--- src/rtl/ttl_374_bus_sequencer_if.sv ---
// rtl/ttl_374_bus_sequencer_if.sv - shared-bus request/grant/enable bundle for four octal D registers
`timescale 1ns/1ps
interface ttl_374_bus_sequencer_if;
  logic [3:0] req;
  logic [3:0] grant;
  logic [3:0] load;
  logic [3:0] oc_bar;
  logic [1:0] owner;
  logic       busy;

  modport master (input req, output grant, load, oc_bar, owner, busy);
  modport slave  (output req, input grant, load, oc_bar, owner, busy);
endinterface

--- src/rtl/ttl_374_bus_sequencer.sv ---
// rtl/ttl_374_bus_sequencer.sv - round-robin capture/drive/turnaround sequencer for four tri-state octal registers
`timescale 1ns/1ps
module ttl_374_bus_sequencer #(
  parameter int unsigned HOLD_CYCLES = 2,
  parameter int unsigned DELAY_RISE  = 0,
  parameter int unsigned DELAY_FALL  = 0
) (
  input  logic                           clk,
  input  logic                           clear_bar,
  ttl_374_bus_sequencer_if.master        bus
);

  localparam logic [3:0] HOLD = 4'(HOLD_CYCLES);

  // Propagation delays are a board-level annotation only; the logic is zero-delay.
  if (DELAY_RISE != 0 || DELAY_FALL != 0) begin : g_delay_annotation
  end

  typedef enum logic [1:0] {
    IDLE  = 2'd0,
    LOAD  = 2'd1,
    DRIVE = 2'd2,
    GAP   = 2'd3
  } state_t;

  state_t     state;
  logic [1:0] owner_q;
  logic [3:0] cnt;
  logic [1:0] sel;
  logic [1:0] idx;
  logic       any_req;

  function automatic logic [3:0] onehot(input logic [1:0] i);
    onehot = 4'b0001 << i;
  endfunction

  // Walk offsets 4..1 so the nearest requester after the last owner is assigned last and wins;
  // offset 4 is the last owner itself, which therefore has lowest priority.
  always_comb begin
    sel     = owner_q;
    idx     = owner_q;
    any_req = |bus.req;
    for (int i = 4; i >= 1; i--) begin
      idx = owner_q + 2'(i);
      if (bus.req[idx]) sel = idx;
    end
  end

  assign bus.owner = owner_q;

  always_ff @(posedge clk or negedge clear_bar) begin
    if (!clear_bar) begin
      state      <= IDLE;
      owner_q    <= 2'd3;
      cnt        <= 4'd0;
      bus.grant  <= 4'b0000;
      bus.load   <= 4'b0000;
      bus.oc_bar <= 4'b1111;
      bus.busy   <= 1'b0;
    end else begin
      case (state)
        IDLE, GAP: begin
          if (any_req) begin
            state      <= LOAD;
            owner_q    <= sel;
            bus.load   <= onehot(sel);
            bus.grant  <= onehot(sel);
            bus.oc_bar <= 4'b1111;
            bus.busy   <= 1'b1;
          end else begin
            state      <= IDLE;
            bus.load   <= 4'b0000;
            bus.grant  <= 4'b0000;
            bus.oc_bar <= 4'b1111;
            bus.busy   <= 1'b0;
          end
        end
        LOAD: begin
          state      <= DRIVE;
          cnt        <= HOLD;
          bus.load   <= 4'b0000;
          bus.grant  <= onehot(owner_q);
          bus.oc_bar <= ~onehot(owner_q);
          bus.busy   <= 1'b1;
        end
        DRIVE: begin
          // Req is ignored here: once loaded, a transaction always runs its full hold time.
          if (cnt <= 4'd1) begin
            state      <= GAP;
            cnt        <= 4'd0;
            bus.grant  <= 4'b0000;
            bus.oc_bar <= 4'b1111;
          end else begin
            cnt <= cnt - 4'd1;
          end
          bus.load <= 4'b0000;
          bus.busy <= 1'b1;
        end
        default: begin
          state      <= IDLE;
          cnt        <= 4'd0;
          bus.grant  <= 4'b0000;
          bus.load   <= 4'b0000;
          bus.oc_bar <= 4'b1111;
          bus.busy   <= 1'b0;
        end
      endcase
    end
  end

endmodule

--- src/flat_wrapper.sv ---
// flat-port wrapper written by rule: the top's interface ports become plain ports
module ttl_374_bus_sequencer_flat 
#(
  parameter int unsigned HOLD_CYCLES = 2,
  parameter int unsigned DELAY_RISE  = 0,
  parameter int unsigned DELAY_FALL  = 0
)
  (clk, clear_bar, bus_req, bus_grant, bus_load, bus_oc_bar, bus_owner, bus_busy);
  ttl_374_bus_sequencer_if bus_i ();
  input  logic clk;
  input  logic clear_bar;
  input wire logic [$bits(bus_i.req)-1:0] bus_req;
  output wire logic [$bits(bus_i.grant)-1:0] bus_grant;
  output wire logic [$bits(bus_i.load)-1:0] bus_load;
  output wire logic [$bits(bus_i.oc_bar)-1:0] bus_oc_bar;
  output wire logic [$bits(bus_i.owner)-1:0] bus_owner;
  output wire logic [$bits(bus_i.busy)-1:0] bus_busy;
  assign bus_i.req = bus_req;
  assign bus_grant = bus_i.grant;
  assign bus_load = bus_i.load;
  assign bus_oc_bar = bus_i.oc_bar;
  assign bus_owner = bus_i.owner;
  assign bus_busy = bus_i.busy;
  ttl_374_bus_sequencer #(.HOLD_CYCLES(HOLD_CYCLES), .DELAY_RISE(DELAY_RISE), .DELAY_FALL(DELAY_FALL)) u_core (.clk(clk), .clear_bar(clear_bar), .bus(bus_i));
endmodule
--- config.mk ---
export PLATFORM = sky130hd
export DESIGN_NAME = ttl_374_bus_sequencer_flat
export DESIGN_NICKNAME = d
export VERILOG_FILES = /design/src/rtl/ttl_374_bus_sequencer_if.sv /design/src/rtl/ttl_374_bus_sequencer.sv /design/src/flat_wrapper.sv
export SDC_FILE = /design/constraint.sdc
export NUM_CORES = 1
export LEC_CHECK = 0
export BUFFER_PORTS_ARGS = -buffer_cell sky130_fd_sc_hd__clkbuf_2
export CAP_MARGIN = 25
export CELL_PAD_IN_SITES_DETAIL_PLACEMENT = 0
export CELL_PAD_IN_SITES_GLOBAL_PLACEMENT = 2
export CORE_AREA = 2 2 85 46
export CTS_CLUSTER_SIZE = 10
export DETAILED_ROUTE_END_ITERATION = 8
export DIE_AREA = 0 0 87 48
export PLACE_DENSITY = 0.79
export SETUP_SLACK_MARGIN = 0.1
export SLEW_MARGIN = 15
export SYNTH_ARGS = -nofsm -noshare
export SYNTH_HDL_FRONTEND = slang
export SYNTH_SLANG_ARGS = --single-unit
--- constraint.sdc ---
create_clock -name clk -period 3.7 [get_ports clk]
set_input_delay 0.555 -clock clk [delete_from_list [all_inputs] [get_ports clk]]
set_output_delay 0.555 -clock clk [all_outputs]
set_load 0.02 [all_outputs]
## Yosys cells after proc, flatten, opt, wreduce, memory -nomap -nowiden

Index checks and enable logic that the tools add are counted.

| word-level totals | value |
|---|---|
| register bits after elaboration | 21 |

| cells by class | value |
|---|---|
| reductions and logical operators | 6 |
| $add $sub $neg | 4 |
| shift-type cells | 2 |
| equality and inequality tests | 4 |
| bitwise logic cells | 1 |
| order comparisons | 4 |
| muxes and demuxes | 22 |

Operators with widths:

| operator | number |
|---|---|
| case mux 4 bit (3 select lines) | 2 |
| 2-to-1 mux 4 bit | 4 |
| case mux 4 bit (2 select lines) | 2 |
| < comparator 2 x 3 -> 1 bit, second input constant | 3 |
| 2-to-1 mux 2 bit | 4 |
| left shift 1 x 2 -> 4 bit, first input constant | 2 |
| binary-select mux 1 bit (select 2 bit) | 3 |
| case mux 2 bit (3 select lines) | 1 |
| 2-to-1 mux 1 bit | 5 |
| adder 2 bit, second input constant | 2 |
| == test 2 bit, second input constant | 2 |
| <= comparator 4 x 1 -> 1 bit, second input constant | 1 |
| NOT 4 bit | 1 |
| OR reduction 2 bit | 2 |
| OR reduction 4 bit | 1 |
| subtractor 4 x 1 -> 4 bit, second input constant | 1 |
| adder 2 x 1 -> 2 bit, second input constant | 1 |
| == test 2 x 1 -> 1 bit, second input constant | 1 |
| zero test 2 bit | 1 |
| != test 2 x 1 -> 1 bit, second input constant | 1 |
| case mux 1 bit (2 select lines) | 1 |
| AND reduction 2 bit | 1 |
| nonzero test 2 bit | 1 |

## Longest topological paths before layout

Gate-level depths: netlist of run 1.

| depth | value |
|---|---|
| word-level depth | 9 |
| gate-level depth with buffers | 9 |

## Least setup slack after synthesis of run 1

Ideal clock, no wire load.

| timing | value |
|---|---|
| kind | flip-flop to flip-flop |
| start point | register u_core.owner_q[0], in the netlist u_core.bus.owner[0] |
| end point | register u_core.bus.grant[1] |
| cell stages (with the launch flop) | 10 |
| path slack | 1311 ps |
| arrival | 2315 ps |
| period minus slack after synthesis | 2389 ps |
| path buffers | 2 |
| setup time | 74 ps |
| cell sequence | dfstp_2 clkbuf_8 inv_1 ha_1 buf_2 or2b_1 a21oi_2 o311a_1 or3b_4 o21ai_2 |

| on the way | value |
|---|---|
| longest elaborated chain between the ends | 9 |
| elaborated cells between the ends (all ways) | 16 |
| those cells by class | 3 x add/sub; 2 x shift; 11 x mux |

Ends and longest elaborated chain:

| what | RTL line | RTL |
|---|---|---|
| start: declaration | ttl_374_bus_sequencer.sv:27 | `logic [1:0] owner_q;` |
| start signal: assignment | ttl_374_bus_sequencer.sv:65 | `owner_q <= sel;` |
| adder 2 bit | ttl_374_bus_sequencer.sv:44 | `idx = owner_q + 2'(i);` |
| binary-select mux 1 bit (select 2 bit) | ttl_374_bus_sequencer.sv:45 | `if (bus.req[idx]) sel = idx;` |
| 2-to-1 mux 1 bit (implied by the code) | ttl_374_bus_sequencer.sv:45 |  |
| 2-to-1 mux 2 bit (3 in a row) | ttl_374_bus_sequencer.sv:45 |  |
| left shift 1 x 2 -> 4 bit | ttl_374_bus_sequencer.sv:34 | `onehot = 4'b0001 << i;` |
| 2-to-1 mux 4 bit | ttl_374_bus_sequencer.sv:63 | `if (any_req) begin` |
| case mux 4 bit (3 select lines) * | ttl_374_bus_sequencer.sv:61 | `case (state)` |
| end signal: assignment | ttl_374_bus_sequencer.sv:67 | `bus.grant <= onehot(sel);` |
| end signal: assignment | ttl_374_bus_sequencer.sv:82 | `bus.grant <= onehot(owner_q);` |
| end: declaration | ttl_374_bus_sequencer_if.sv:11 | `modport master (input req, output grant, load, oc_bar, owner, busy);` |

Mark *: on every way between the ends. The rest lies on a longest branch, timed or not. The select of a mux whose other input is x is not followed.
A chain may end at the register's enable or synchronous reset.

## Worst setup path in the final report of run 1

| timing | value |
|---|---|
| start point | register u_core.owner_q[0], in the netlist u_core.bus.owner[0] |
| end point | register u_core.bus.grant[2] |

The elaborated chain is that of the path after synthesis.

==> results.json, run 1 <==
{
  "synth-edff-count": 0,
  "synthAdderAreaFrac_pct": 8.47,
  "reg2regPathDepth": 7,
  "cts-root-buf": "clkbuf_8",
  "cp.required_ps": 3880,
  "clkSlewWorstSetupHoldPaths_ps": 70,
  "grt_overflow": 0,
  "fin_area_mm2": 0.00136,
  "leakage_uw": 0.000644,
  "critPathCaptureType": "flip-flop",
  "track_usage_pct": 11.8,
  "die_area_mm2": 0.00418,
  "rrSetupSlack_ps": 1210,
  "drive_gt1_share_pct": 27.8,
  "start_kind": "flip-flop",
  "portBuffers": 20,
  "netlist_area_mm2": 0.00118,
  "holdWs_ps": 269,
  "num_vias": 933,
  "status": "finished clean",
  "grt_max_degree": 22,
  "ios": 21,
  "route.detailed.drc": 0,
  "multi_input_area_um2": 599,
  "synth_common_cells": "dfrtp_1, nor2_1, a21oi_1, nand2_1",
  "hold_class": "in -> async",
  "grt_pass1_vias": 835,
  "crit_path_max_fanout": 14,
  "vias_per_cell": 5.02,
  "yosysTopAreaCell": "dfrtp_1",
  "fin_crit_sh_pct": 67.3,
  "worstPathArrival_ps": 2670,
  "ant_nets": 0,
  "hpwl_um": 1770,
  "wirelength_um": 2370,
  "drtIter0Drc": 38,
  "r2r-end": "u_core.bus.grant[2]",
  "muxShareOfSynthArea_pct": 2.75,
  "clock_path_buffers": 2,
  "finalNetCount": 159,
  "ys_seq_area_share_pct": 45.1,
  "synth_area_leaders": "dfrtp_1, dfstp_2, ha_1",
  "fin_util_pct": 40.5,
  "setup-violations-final": 0,
  "irDropWorstVdd_v": 0.000264,
  "yosysTopAreaCellShare_pct": 31.8,
  "grt_pass1_wl_um": 3730,
  "cts.sinks": 21,
  "power_density_mw_per_mm2": 922,
  "fp-row-count": 15,
  "synth_cells": 124,
  "gp_congestion": 0.756,
  "h-tree-depth": 1,
  "rsz0062_at_grt": "false",
  "holdBufCountCts": 0,
  "fin_crit_ps": 2490,
  "areaGrowthSynthToFinish_pct": 15.1,
  "maxSlewViolCount": 0,
  "max_slew.worst_pin.slew_ps": 544,
  "criticalPathCategory": "reg -> reg",
  "ys_ff_latch": 21,
  "skew_ps": 2.27,
  "synthesis.nets": 138,
  "wl_per_cell_um": 12.7,
  "die_height_um": 48,
  "timing.rr.start": "u_core.bus.owner[0]",
  "cap_violations": 0,
  "start_util_pct": 35.2,
  "max_slew_margin_pct": 63.7,
  "fin_tns_setup_ps": 0,
  "antenna_cells": 0,
  "finalHoldViolations": 0,
  "post_synth_and_or_nand_nor_area_fraction_pct": 19.0,
  "startpoint": "u_core.bus.owner[0]",
  "yosysMostFrequentCell": "dfrtp_1",
  "yosysWarningCount": 0,
  "die_x_um": 87,
  "synth_top_family_by_area": "compound AO/OA/AOI/OAI gates",
  "syn_avg_cell_area_um2": 9.53,
  "core-area_mm2": 0.00336,
  "nFillCells": 337,
  "synth-compound-area-share_pct": 20.1,
  "grt_antenna_before_repair": 0,
  "post_cts_resized": 0,
  "regArea_um2": 533,
  "clk-insertion-delay-late_ps": 250,
  "endpoint": "u_core.bus.grant[2]",
  "synthDistinctLibCells": 36,
  "synth-async-reset-ratio_pct": 100,
  "fmax_mhz": 402,
  "synth_xor_area_share_pct": 0,
  "place_area_mm2": 0.00132,
  "cts_made_buffers": 3,
  "ys.flop_type": "dfrtp_1",
  "tritoncts": "done",
  "drt-pass1-iter-count": 4,
  "postCtsSetupBuffers": 0
}
-- power by group --
part           total (uW)  switching (uW)  internal (uW)
Clock                 147            70.2           76.5
Combinational         700             423            277
Sequential            407            77.1            330
-- worst min path at each step --
stage	slack [ps]	endpoint	cells after the start
6_report	270	u_core.bus.load[0]	1
4_1_cts	280	u_core.bus.load[0]	1
2_1_floorplan	260	u_core.bus.busy	0
3_3_place_gp	480	u_core.bus.grant[1]	2
5_1_grt	300	u_core.bus.load[0]	1
3_5_place_dp	480	u_core.bus.grant[1]	2
-- layer usage --
layer | vias to the layer above | global-route usage (%) | wire length, um
li1 | 473 | - | -
met1 | 447 | 15.8 | 1200
met2 | 11 | 20.0 | 1110
met3 | 2 | 2.59 | 42
met4 | 0 | 2.81 | 12
met5 | - | 0 | 0
-- cell families (layout without fill, tap and decap cells) --
group           Yosys count  in the layout
buf+inv                  11             31
simple gates             45             45
flops                    21             21
compound gates           36             36
fa+ha+maj                 8              8
mux                       3              3
-- per-stage QoR --
| step | instances | power, uW | setup WS (ps) |
|---|---|---|---|
| 3_3_place_gp | 182 | 1130 | 1270 |
| 3_5_place_dp | 182 | 1120 | 1220 |
| 6_report | 186 | 1250 | 1210 |
| 4_1_cts | 186 | 1270 | 1210 |
| 2_1_floorplan | 124 | 952 | 1310 |
| 5_1_grt | 186 | 1370 | 1040 |
-- critical path: stages (launching register included) --
cell and delay (ps):
dfstp_2 690, inv_1 150, ha_1 450, mux2_2 370
a211oi_1 320, a311o_2 210, nand2_1 80, o21ai_0 140
-- state kept, by name, indices dropped and copies added, names as in the netlist --
register,count
u_core.state,2
u_core.cnt,4
u_core.bus.grant,4
u_core.bus.owner,2
u_core.bus.oc_bar,4
u_core.bus.busy,1
u_core.bus.load,4
-- area by class of cell --
cell class | count | share of cell area, %
multi-input cells | 92 | 44.1
inverters | 6 | 1.66
repair buffers | 21 | 7.91
clock buffers | 4 | 3.31
well taps | 42 | 3.86
flip-flops and latches | 21 | 39.2
-- cell usage in the layout, fill, tap and decap left out, types with 5 or more instances in the layout --
cell,n
a21oi_1,10
clkbuf_2,20
dfrtp_1,15
dfstp_2,6
ha_1,8
inv_1,6
nand2_1,10
nor2_1,14
nor2b_1,5
nor3_1,5
o21ai_0,8
No activity file was read; power rests on OpenSTA's default activity.
==> run 2, diff against run 1 <==
Settings changed: CORE_AREA 2 2 85 46 to 2 2 88 48, DIE_AREA 0 0 87 48 to 0 0 90 50, PLACE_DENSITY 0.79 to 0.73.
Clock period 3.7 ns to 2.37 ns, I/O delays scaled along.
==> run 2 against run 1 <==
- clock power grew 69%
- register-to-register slack lost 930 ps
- sequential power grew 46%
- wire length grew 18%
- critical endpoint is now u_core.bus.grant[1]
==> results.json, run 2 (synthesis results as in run 1) <==
{
  "die_x_um": 90,
  "timing.rr.start": "u_core.bus.owner[1]",
  "postCtsSetupBuffers": 0,
  "finalHoldViolations": 0,
  "skew_ps": 7.89,
  "die_height_um": 50,
  "clkSlewWorstSetupHoldPaths_ps": 90,
  "finalNetCount": 163,
  "combPwrFrac_pct": 60.4,
  "reg2regPathDepth": 7,
  "crit_path_max_fanout": 9,
  "fin_crit_sh_pct": 88.1,
  "endpoint": "u_core.bus.grant[1]",
  "fin_tns_setup_ps": 0,
  "grt_max_degree": 22,
  "max_slew.worst_pin.slew_ps": 545,
  "cp.required_ps": 2570,
  "die_area_mm2": 0.00450,
  "place_area_mm2": 0.00138,
  "hold_class": "in -> async",
  "vias_per_cell": 4.91,
  "tritoncts": "done",
  "irDropWorstVdd_v": 0.000469,
  "grt_overflow": 0,
  "leakage_uw": 0.000663,
  "grt_use_met3_pct": 4.13,
  "ant_nets": 0,
  "clock_path_buffers": 2,
  "switching_power_uw": 982,
  "holdWs_ps": 55.8,
  "hpwl_um": 2100,
  "fin_area_mm2": 0.00143,
  "rsz0062_at_grt": "false",
  "cap_violations": 0,
  "grt_antenna_before_repair": 0,
  "max_slew_margin_pct": 63.7,
  "status": "finished clean",
  "fmax_mhz": 479,
  "seqPwrFrac_pct": 28.0,
  "cts_made_buffers": 3,
  "core-area_mm2": 0.00372,
  "num_vias": 991,
  "ios": 21,
  "maxSlewViolCount": 0,
  "start_kind": "flip-flop",
  "drive_gt1_share_pct": 32.4,
  "layout_commonest_cell": "clkbuf_2",
  "route.detailed.drc": 0,
  "portBuffers": 20,
  "grt_pass1_vias": 951,
  "fp-row-count": 16,
  "cts-root-buf": "clkbuf_8",
  "worstPathArrival_ps": 2290,
  "h-tree-depth": 1,
  "clkPwrFrac_pct": 11.6,
  "track_usage_pct": 13.5,
  "drt-pass1-iter-count": 4,
  "wirelength_um": 2800,
  "criticalPathCategory": "reg -> reg",
  "startpoint": "u_core.bus.owner[1]",
  "power_switching_share_pct": 46.1,
  "start_util_pct": 31.7,
  "antenna_cells": 0,
  "setup-violations-final": 0,
  "r2r-end": "u_core.bus.grant[1]",
  "gp_congestion": 0.850,
  "met2_usage_pct": 17.7,
  "power_density_mw_per_mm2": 1490,
  "rrSetupSlack_ps": 280,
  "clk-insertion-delay-late_ps": 270,
  "cts.sinks": 21,
  "wl_per_cell_um": 13.9,
  "grt_pass1_wl_um": 4730,
  "areaGrowthSynthToFinish_pct": 21.2,
  "nFillCells": 400,
  "use_met1_pct": 21.4,
  "intPower_uw": 1150,
  "drtIter0Drc": 44,
  "final_cell_mix": "clkbuf_2, dfrtp_1, nor2_1",
  "critPathCaptureType": "flip-flop",
  "grt-busiest-layer": "met1",
  "fin_crit_ps": 2090
}
[run 2: worst min path at each step]
stage,start,slack (ps),depth (start not counted),to
after CTS,clear_bar,70,1,u_core.cnt[2]
after detailed placement,clear_bar,360,1,u_core.state[1]
after floorplan,clear_bar,60,0,u_core.bus.busy
final,clear_bar,60,1,u_core.cnt[2]
after global placement,clear_bar,360,1,u_core.state[1]
after global routing,clear_bar,90,1,u_core.cnt[2]
[run 2: what timing repair did]
item	4_1_cts	5_1_grt
setup endpoints to repair	0	2
gates resized for setup	0	2
hold buffers	0	0
[run 2: area by class of cell]
cell class | count | area, um^2 | share of cell area (%)
clock inverters | 1 | 7.51 | 0.524
multi-input cells | 92 | 617 | 43.1
well taps | 54 | 67.6 | 4.72
flip-flops and latches | 21 | 533 | 37.2
inverters | 6 | 27.5 | 1.92
clock buffers | 3 | 41.3 | 2.88
repair buffers | 25 | 138 | 9.62
[run 2: worst max-delay path, stage by stage, from the launching register on]
cell	delay, ps
dfstp_2	540
inv_1	80
ha_4	320
nor2b_1	50
a221o_1	310
a311oi_2	430
nand2_1	150
o21ai_2	150
[run 2: power by group through the flow]
stage | Sequential (uW) | Combinational [uW] | Clock, uW
2_1_floorplan | 695 | 847 | 0
3_3_place_gp | 597 | 1260 | 0
3_5_place_dp | 600 | 1280 | 0
4_1_cts | 596 | 1280 | 252
5_1_grt | 613 | 1420 | 275
6_report | 595 | 1290 | 248
[run 2: metal layers]
| metal | vias up | routed length, um |
|---|---|---|
| li1 | 482 | - |
| met5 | - | 0 |
| met2 | 27 | 1040 |
| met4 | 0 | 17 |
| met3 | 4 | 193 |
| met1 | 478 | 1550 |
[run 2: through the flow]
stage / util, % / setup slack [ps] / total power [uW] / cells
3_5_place_dp: 37.0 / 194 / 1880 / 198
5_1_grt: 38.4 / 171 / 2310 / 202
2_1_floorplan: - / 80.6 / 1540 / 124
3_3_place_gp: 37.0 / 240 / 1860 / 198
6_report: 38.4 / 283 / 2130 / 202
4_1_cts: 38.3 / 181 / 2130 / 202
